--- config.mk ---
export PLATFORM = sky130hd
export DESIGN_NAME = arbitro_rr_pesado_multimodo
export DESIGN_NICKNAME = d
export VERILOG_FILES = /design/src/rtl/arbitro_pkg.sv /design/src/rtl/rr_buscador_rotativo.sv /design/src/rtl/arbitro_rr_pesado_multimodo.sv
export SDC_FILE = /design/constraint.sdc
export NUM_CORES = 1
export LEC_CHECK = 0
export BUFFER_PORTS_ARGS = -buffer_cell sky130_fd_sc_hd__clkbuf_2
export CAP_MARGIN = 40
export CELL_PAD_IN_SITES_DETAIL_PLACEMENT = 0
export CELL_PAD_IN_SITES_GLOBAL_PLACEMENT = 2
export CORE_MARGIN = 4
export CORE_UTILIZATION = 28
export CTS_CLUSTER_DIAMETER = 30
export DETAILED_ROUTE_END_ITERATION = 16
export PLACE_DENSITY = 0.9
export SETUP_SLACK_MARGIN = 0.1
export SYNTH_ARGS = -nofsm -noshare
export SYNTH_HDL_FRONTEND = slang
export SYNTH_SLANG_ARGS = --single-unit
--- constraint.sdc ---
create_clock -name clk -period 4.2 [get_ports clk]
set_input_delay 0.42 -clock clk [delete_from_list [all_inputs] [get_ports clk]]
set_output_delay 0.42 -clock clk [all_outputs]
set_load 0.02 [all_outputs]
--- src/rtl/arbitro_pkg.sv ---
// Shared definitions for the multimode weighted round-robin arbiter:
// mode encodings and weight-field extraction from the packed weight bus.
package arbitro_pkg;

  typedef enum logic [1:0] {
    MODO_RR         = 2'd0,
    MODO_PESADO     = 2'd1,
    MODO_PRIO       = 2'd2,
    MODO_PESADO_ALT = 2'd3
  } modo_e;

  // Widest packed weight bus the extraction helper accepts.
  localparam int unsigned PESOS_MAX_BITS = 1024;

  // Returns field idx of width wbits (wbits < 32) from the packed weight bus.
  function automatic logic [31:0] extraer_peso(input logic [PESOS_MAX_BITS-1:0] pesos,
                                               input int unsigned idx,
                                               input int unsigned wbits);
    logic [PESOS_MAX_BITS-1:0] desplazado;
    logic [31:0]               mascara;
    desplazado = pesos >> (idx * wbits);
    mascara    = (32'd1 << wbits) - 32'd1;
    return desplazado[31:0] & mascara;
  endfunction

endpackage

--- src/rtl/rr_buscador_rotativo.sv ---
// Combinational rotating-priority finder: first set request bit at or after
// start, wrapping modulo N.
module rr_buscador_rotativo #(
  parameter int unsigned N  = 4,
  parameter int unsigned SB = $clog2(N)
) (
  input  logic [N-1:0]  req,
  input  logic [SB-1:0] start,
  output logic [SB-1:0] idx_c,
  output logic          hallado_c
);

  always_comb begin
    logic [31:0] j;
    idx_c     = '0;
    hallado_c = 1'b0;
    j         = '0;
    for (int unsigned k = 0; k < N; k++) begin
      j = (32'(start) + 32'(k)) % 32'(N);
      if (!hallado_c && req[j]) begin
        hallado_c = 1'b1;
        idx_c     = SB'(j);
      end
    end
  end

endmodule

--- src/rtl/arbitro_rr_pesado_multimodo.sv ---
// Queue arbiter with plain round-robin, weighted (deficit-style) round-robin
// and strict-priority modes; all outputs registered, one cycle of latency.
module arbitro_rr_pesado_multimodo
  import arbitro_pkg::*;
#(
  parameter int unsigned QUEUE_QUANTITY = 4,
  parameter int unsigned MAX_WEIGHT     = 64,
  parameter int unsigned WEIGHT_BITS    = $clog2(MAX_WEIGHT),
  parameter int unsigned SEL_BITS       = $clog2(QUEUE_QUANTITY)
) (
  input  logic                                clk,
  input  logic                                rst,
  input  logic                                enb,
  input  logic [1:0]                          modo,
  input  logic [QUEUE_QUANTITY*WEIGHT_BITS-1:0] pesos,
  input  logic [QUEUE_QUANTITY-1:0]           buf_empty,
  output logic [SEL_BITS-1:0]                 selector,
  output logic                                selector_enb,
  output logic [WEIGHT_BITS-1:0]              cuenta
);

  logic [WEIGHT_BITS-1:0]    peso [QUEUE_QUANTITY];
  logic [QUEUE_QUANTITY-1:0] elegible;
  logic                      sin_mascara;
  logic [SEL_BITS-1:0]       start_rot;
  logic [SEL_BITS-1:0]       idx_rot, idx_prio;
  logic                      hallado_rot, hallado_prio;
  logic                      hay_elegible;

  assign sin_mascara  = (modo == MODO_RR) || (modo == MODO_PRIO);
  assign hay_elegible = hallado_rot | hallado_prio;

  // Weight 0 masks a queue only in the weighted modes.
  always_comb begin
    for (int unsigned i = 0; i < QUEUE_QUANTITY; i++) begin
      peso[i]     = WEIGHT_BITS'(extraer_peso(PESOS_MAX_BITS'(pesos), i, WEIGHT_BITS));
      elegible[i] = !buf_empty[i] && (sin_mascara || (peso[i] != '0));
    end
  end

  // Search starts past the current grant, or at the held selector when idle.
  always_comb begin
    start_rot = selector;
    if (selector_enb) begin
      if (32'(selector) == QUEUE_QUANTITY - 1) start_rot = '0;
      else                                     start_rot = selector + SEL_BITS'(1);
    end
  end

  rr_buscador_rotativo #(.N(QUEUE_QUANTITY), .SB(SEL_BITS)) u_busca_rot (
    .req       (elegible),
    .start     (start_rot),
    .idx_c     (idx_rot),
    .hallado_c (hallado_rot)
  );

  rr_buscador_rotativo #(.N(QUEUE_QUANTITY), .SB(SEL_BITS)) u_busca_prio (
    .req       (elegible),
    .start     ('0),
    .idx_c     (idx_prio),
    .hallado_c (hallado_prio)
  );

  // Priority: rst > enb=0 > no eligible > strict > continue burst > advance.
  always_ff @(posedge clk) begin
    if (rst) begin
      selector     <= '0;
      selector_enb <= 1'b0;
      cuenta       <= '0;
    end else if (!enb) begin
      selector_enb <= 1'b0;
    end else if (!hay_elegible) begin
      selector_enb <= 1'b0;
      cuenta       <= '0;
    end else if (modo == MODO_PRIO) begin
      selector     <= idx_prio;
      selector_enb <= 1'b1;
      cuenta       <= '0;
    end else if (selector_enb && elegible[selector] && (cuenta != '0)) begin
      selector_enb <= 1'b1;
      cuenta       <= cuenta - WEIGHT_BITS'(1);
    end else begin
      selector     <= idx_rot;
      selector_enb <= 1'b1;
      cuenta       <= (modo == MODO_RR) ? '0 : peso[idx_rot] - WEIGHT_BITS'(1);
    end
  end

endmodule

**After elaboration in Yosys (flattened, before gate mapping)**

Cells that the tools add are included.

- Magnitude comparators: 6
- Multiplexer cells: 37
- Equal/unequal tests: 3
- Add/sub/neg operators: 6
- Reductions and logical operators: 35
- Bitwise operators: 3

Operators by type and width:

| cell | number |
|---|---|
| $mux 6 | 6 |
| $reduce_bool 6->1 | 5 |
| $mux 2 | 10 |
| $lt 2x3->1 const B | 5 |
| $mux 1 | 15 |
| $bmux 6 s2 | 1 |
| $logic_and 1x1->1 | 12 |
| $sub 6x1->6 const B | 2 |
| $bmux 1 s2 | 5 |
| $logic_not 1->1 | 10 |
| $logic_or 1x1->1 | 5 |
| $add 2x1->2 const B | 2 |
| $add 2x2->2 const B | 2 |
| $eq 2x2->1 const B | 2 |
| $ge 3x3->1 const B | 1 |
| $not 2->3 | 1 |
| $reduce_and 3->1 | 1 |
| $logic_not 2->1 | 1 |
| $ne 2x2->1 const B | 1 |
| $reduce_or 2->1 | 1 |
| $not 1->1 | 1 |
| $or 1x1->1 | 1 |

- Bits of input ports: 33
- Register bits: 9
- Output and inout bits: 9

**Logic depth before layout (Yosys ltp)**

- Depth after elaboration: 25
- Gate-level depth with buffers: 13
- Depth with buffers taken out: 13

**Modules after synthesis**

A second synthesis with hierarchy kept.

- Cells, all modules: 145
- Area, all modules: 1092.3 um^2

Modules (own cells, without submodules):

| module | cells each | area an instance (um^2) | times used |
|---|---|---|---|
| arbitro_rr_pesado_multimodo | 115 | 937.1 | 1 |
| rr_buscador_rotativo | 15 | 77.6 | 2 |

**Worst setup path before layout**

No wires, ideal clock.

- Path type: reg2reg
- Start: register selector[1]
- End: register cuenta[2]
- Path buffers: 0
- Setup slack: 1060 ps
- Stages on the path, launching flop included: 12
- Arrival time: 3054 ps
- Period minus slack after synthesis: 3140 ps
- Cell sequence: dfxtp_1 ha_1 mux2_2 a211oi_1 o32ai_1 nor2_1 mux2i_2 inv_2 ha_1 nand3b_1 a311o_1 a211oi_1

- Word-level cells in the longest chain between the ends: 24

Ends and longest elaborated chain:

| what | RTL line | source |
|---|---|---|
| from (decl) | arbitro_rr_pesado_multimodo.sv:17 | `output logic [SEL_BITS-1:0] selector,` |
| from (signal assigned) | arbitro_rr_pesado_multimodo.sv:76 | `selector <= idx_prio;` |
| from (signal assigned) | arbitro_rr_pesado_multimodo.sv:83 | `selector <= idx_rot;` |
| parallel branches: the longest is 23 deep, another holds $add 2x1->2 | n/a |  |
| $mux 6 * | arbitro_rr_pesado_multimodo.sv:72 | `end else if (!hay_elegible) begin` |
| to (signal assigned) | arbitro_rr_pesado_multimodo.sv:81 | `cuenta <= cuenta - WEIGHT_BITS'(1);` |
| to (signal assigned) | arbitro_rr_pesado_multimodo.sv:85 | `cuenta <= (modo == MODO_RR) ? '0 : peso[idx_rot] - WEIGHT_BITS'(1);` |
| to (decl) | arbitro_rr_pesado_multimodo.sv:19 | `output logic [WEIGHT_BITS-1:0] cuenta` |

Mark *: on every way between the ends. The select of a mux whose other input is x is not followed.
A chain may end at the register's enable or synchronous reset.

**Final worst setup path**

- Start: register selector[1]
- End: register cuenta[4]

Same word-level chain as after synthesis.

==> results by group <==
Outcome
  • Status: finished, final reports clean

STA
  • Min Tclk post-route: 3.54 ns
  • Slew Limit Fails: 0
  • Clock skew after layout: 0.000939 ns
  • Slew at the pin closest to its max-slew limit: 0.672 ns
  • Worst Slack Setup Final: 0.658 ns
  • Hold WS: 0.478 ns
  • Relative slew slack: 54.6%
  • Setup TNS: 0 ns
  • # setup viols final: 0
  • Hold Vio Cnt, Final: 0
  • Fmax: 282 MHz
  • Final period util: 84.3%
  • RSZ-0062 raised after global routing: false

Logic synthesis
  • Count of mapped cells out of synthesis: 165
  • Synth area leaders: dfxtp_1, nand3_1, mux2i_1, a21oi_1, o21ai_0
  • Post-synth top area share: 13.7%
  • Post-synth EDFFs: 0
  • Synth async-reset ratio: 0%
  • Post-Syn Area: 1320 um2
  • Sequential area share after synthesis: 13.7%
  • Synthesized net count: 202
  • Yosys warnings: 0
  • Mean Syn Cell Area: 7.98 um2
  • Top FF cell, synth: dfxtp_1
  • #FFs+latches synth: 9
  • Unique masters post-synth: 60
  • Area leader, netlist: dfxtp_1

Power and ir drop
  • VDD IR max: 81.3 uV
  • Leakage Power: 0.708 nW
  • Power per cell area: 295 nW/um2
  • Tot Pwr: 0.477 mW

Worst setup path
  • Arr. time, crit path: 3.72 ns
  • Startpoint class of the critical path: flop
  • CP max-delay cell: dfxtp_1
  • Critical path type: reg2reg
  • Worst-path fanout max: 6
  • Worst EP required: 4.38 ns
  • Crit end category: flop
  • Flop2flop setup slack: 0.66 ns
  • Crit path cell chain: ha_1, mux2_2, a211oi_1, o32ai_1, nor2_1, nand3_1, and2_1, inv_1, ha_1, nand4_1, a2bb2oi_1, mux2_2, o21ai_2
  • Crit path largest cell delay: 0.44 ns

Global routing
  • Largest net degree at the start of global routing: 15
  • First-pass GRT wire length: 7.12 mm
  • Met1 Track Usage GR: 20.9%
  • Met3 Use GR: 2.25%
  • Grt peak-use layer: met2
  • Number of global-route vias before repair: 1395
  • Met2 usage: 23.5%
  • Total gr overflow: 0
  • Initial antenna violation count: 0
  • Tot GR Track Use: 14.7%

CTS
  • Post-cts sizing count: 0
  • Clock root buffer: clkbuf_8
  • Total CTS buffers: 3
  • Clock slew at reported path FFs: 0.05 ns
  • Worst skew pair latency: 0.24 ns
  • Clk buf depth: 2
  • Clk sinks: 9
  • CTS tree: built
  • H-tree depth: 1
  • Number of setup buffers added after CTS: 0
  • # hold bufs at CTS: 0

Routing
  • DRC: 0
  • Drt initial violations: 135
  • Drt via density: 5.83
  • Routed WL: 4.37 mm
  • Antenna viol nets, final: 0
  • DR WL/cell: 16.8 um
  • DR vias: 1516
  • Drt pass-1 iters: 4

Hold path
  • Min-Delay Path Class: in2reg

Place
  • Port bufs: 41
  • DP Area: 1570 um2
  • Worst Setup Slack post-DPL: 0.694 ns
  • RePlAce Congestion: 0.912
  • Post-DP HPWL: 3.61 mm

Floorplanning
  • Chip Width: 76.6 um
  • # rows: 24
  • Die Area: 5870 um2
  • Chip height: 76.6 um
  • Initial Utilization: 29.6%
  • Placeable Area: 4440 um2
  • I/O pins: 42

Cells and area
  • Area grow syn2layout: 22.8%
  • Nets: 246
  • Finished Cell Area: 1620 um2
  • Layout cells sized above 1: 33.2%
  • Ant. Diodes: 0

Job
  • Max-cap violation count: 0
[report_power, final]
group          switching (mW)  internal, mW
Clock                  0.0382        0.0650
Sequential             0.0168        0.0962
Combinational           0.152         0.108
Total                   0.207         0.269
[per-stage QoR]
stage          util [%]  instances
2_1_floorplan         -        165
3_3_place_gp       35.4        256
3_5_place_dp       35.4        256
4_1_cts            36.4        260
5_1_grt            36.4        260
6_report           36.4        260
[metal layers]
| layer | share of wire, % | routed length (um) |
|---|---|---|
| met2 | 46 | 2020 |
| met3 | 5.5 | 242 |
| met5 | 0 | 0 |
| met4 | 0.55 | 24 |
| met1 | 48 | 2080 |
[final timing paths]
path,end,cells after the start,start
hold reg to reg,cuenta[1],2,cuenta[1]
setup reg to reg,cuenta[4],13,selector[1]
hold / removal,cuenta[0],2,rst
setup / recovery,cuenta[4],13,selector[1]
[sequential cells by signal (all words and copies together) (netlist names)]
name / flops
selector_enb: 1
selector: 2
cuenta: 6
[layout by cell type, fill, tap and decap left out, drive strengths merged, types with 2 or more instances in the layout]
master,netlist,routed
o21a,2,2
a2111o,2,2
mux2,2,2
dfxtp,9,9
nand4,2,2
o311a,2,2
nand3,14,14
o21ai,14,14
inv,8,8
a211oi,5,5
o211ai,2,2
a21oi,13,13
nor4b,4,4
nor4,2,2
a21o,5,5
nand2,11,11
nor2b,2,2
o311ai,3,3
clkbuf,0,44
o41ai,2,2
nor2,10,10
o22ai,2,2
or3,3,3
nor3,8,8
mux2i,7,7
and3,6,6
and2,3,3
ha,4,4
[final cells by class]
cell class | instances | area, um2
clock inverter | 1 | 5.00
sequential | 9 | 180
inverter | 8 | 30.0
clock buffer | 3 | 41.3
fill | 473 | 2830
timing repair buffer | 41 | 205
multi-input combinational | 146 | 1090
tap | 52 | 65.1
[cells by family (layout without fill, tap and decap cells)]
group,count (synthesis),in the layout,synth area share (%)
simple gates,69,69,32.4
compound gates,62,62,36.9
mux,10,10,9.02
buf+inv,10,53,3.51
flops,9,9,13.7
fa+ha+maj,4,4,3.80
xor+xnor,1,1,0.665
[Yosys cell counts (2+ instances only)]
cell      instances
a2111o_1          2
a211oi_1          4
a21o_1            3
a21o_2            2
a21oi_1          11
a21oi_2           2
and2_1            2
and3_1            5
dfxtp_1           9
ha_1              4
inv_1             7
mux2_2            2
mux2i_1           6
nand2_1          11
nand3_1          14
nand4_1           2
nor2_1            9
nor2b_1           2
nor3_1            7
nor4_1            2
nor4b_2           2
nor4b_4           2
o211ai_1          2
o21a_1            2
o21ai_0          11
o21ai_2           2
o22ai_1           2
o41ai_1           2
or3_1             3
[critical path: cells and delay by family (launching register included)]
| family | cells | cell delay (ns) |
|---|---|---|
| adders and majority gates | 2 | 0.46 |
| DFF | 1 | 0.44 |
| muxes | 2 | 0.69 |
| buffers and inverters | 1 | 0.09 |
| and+or+nand+nor | 4 | 0.98 |
| AOI/OAI and AO/OA | 4 | 0.82 |
Power figures use the tool's default switching activity.
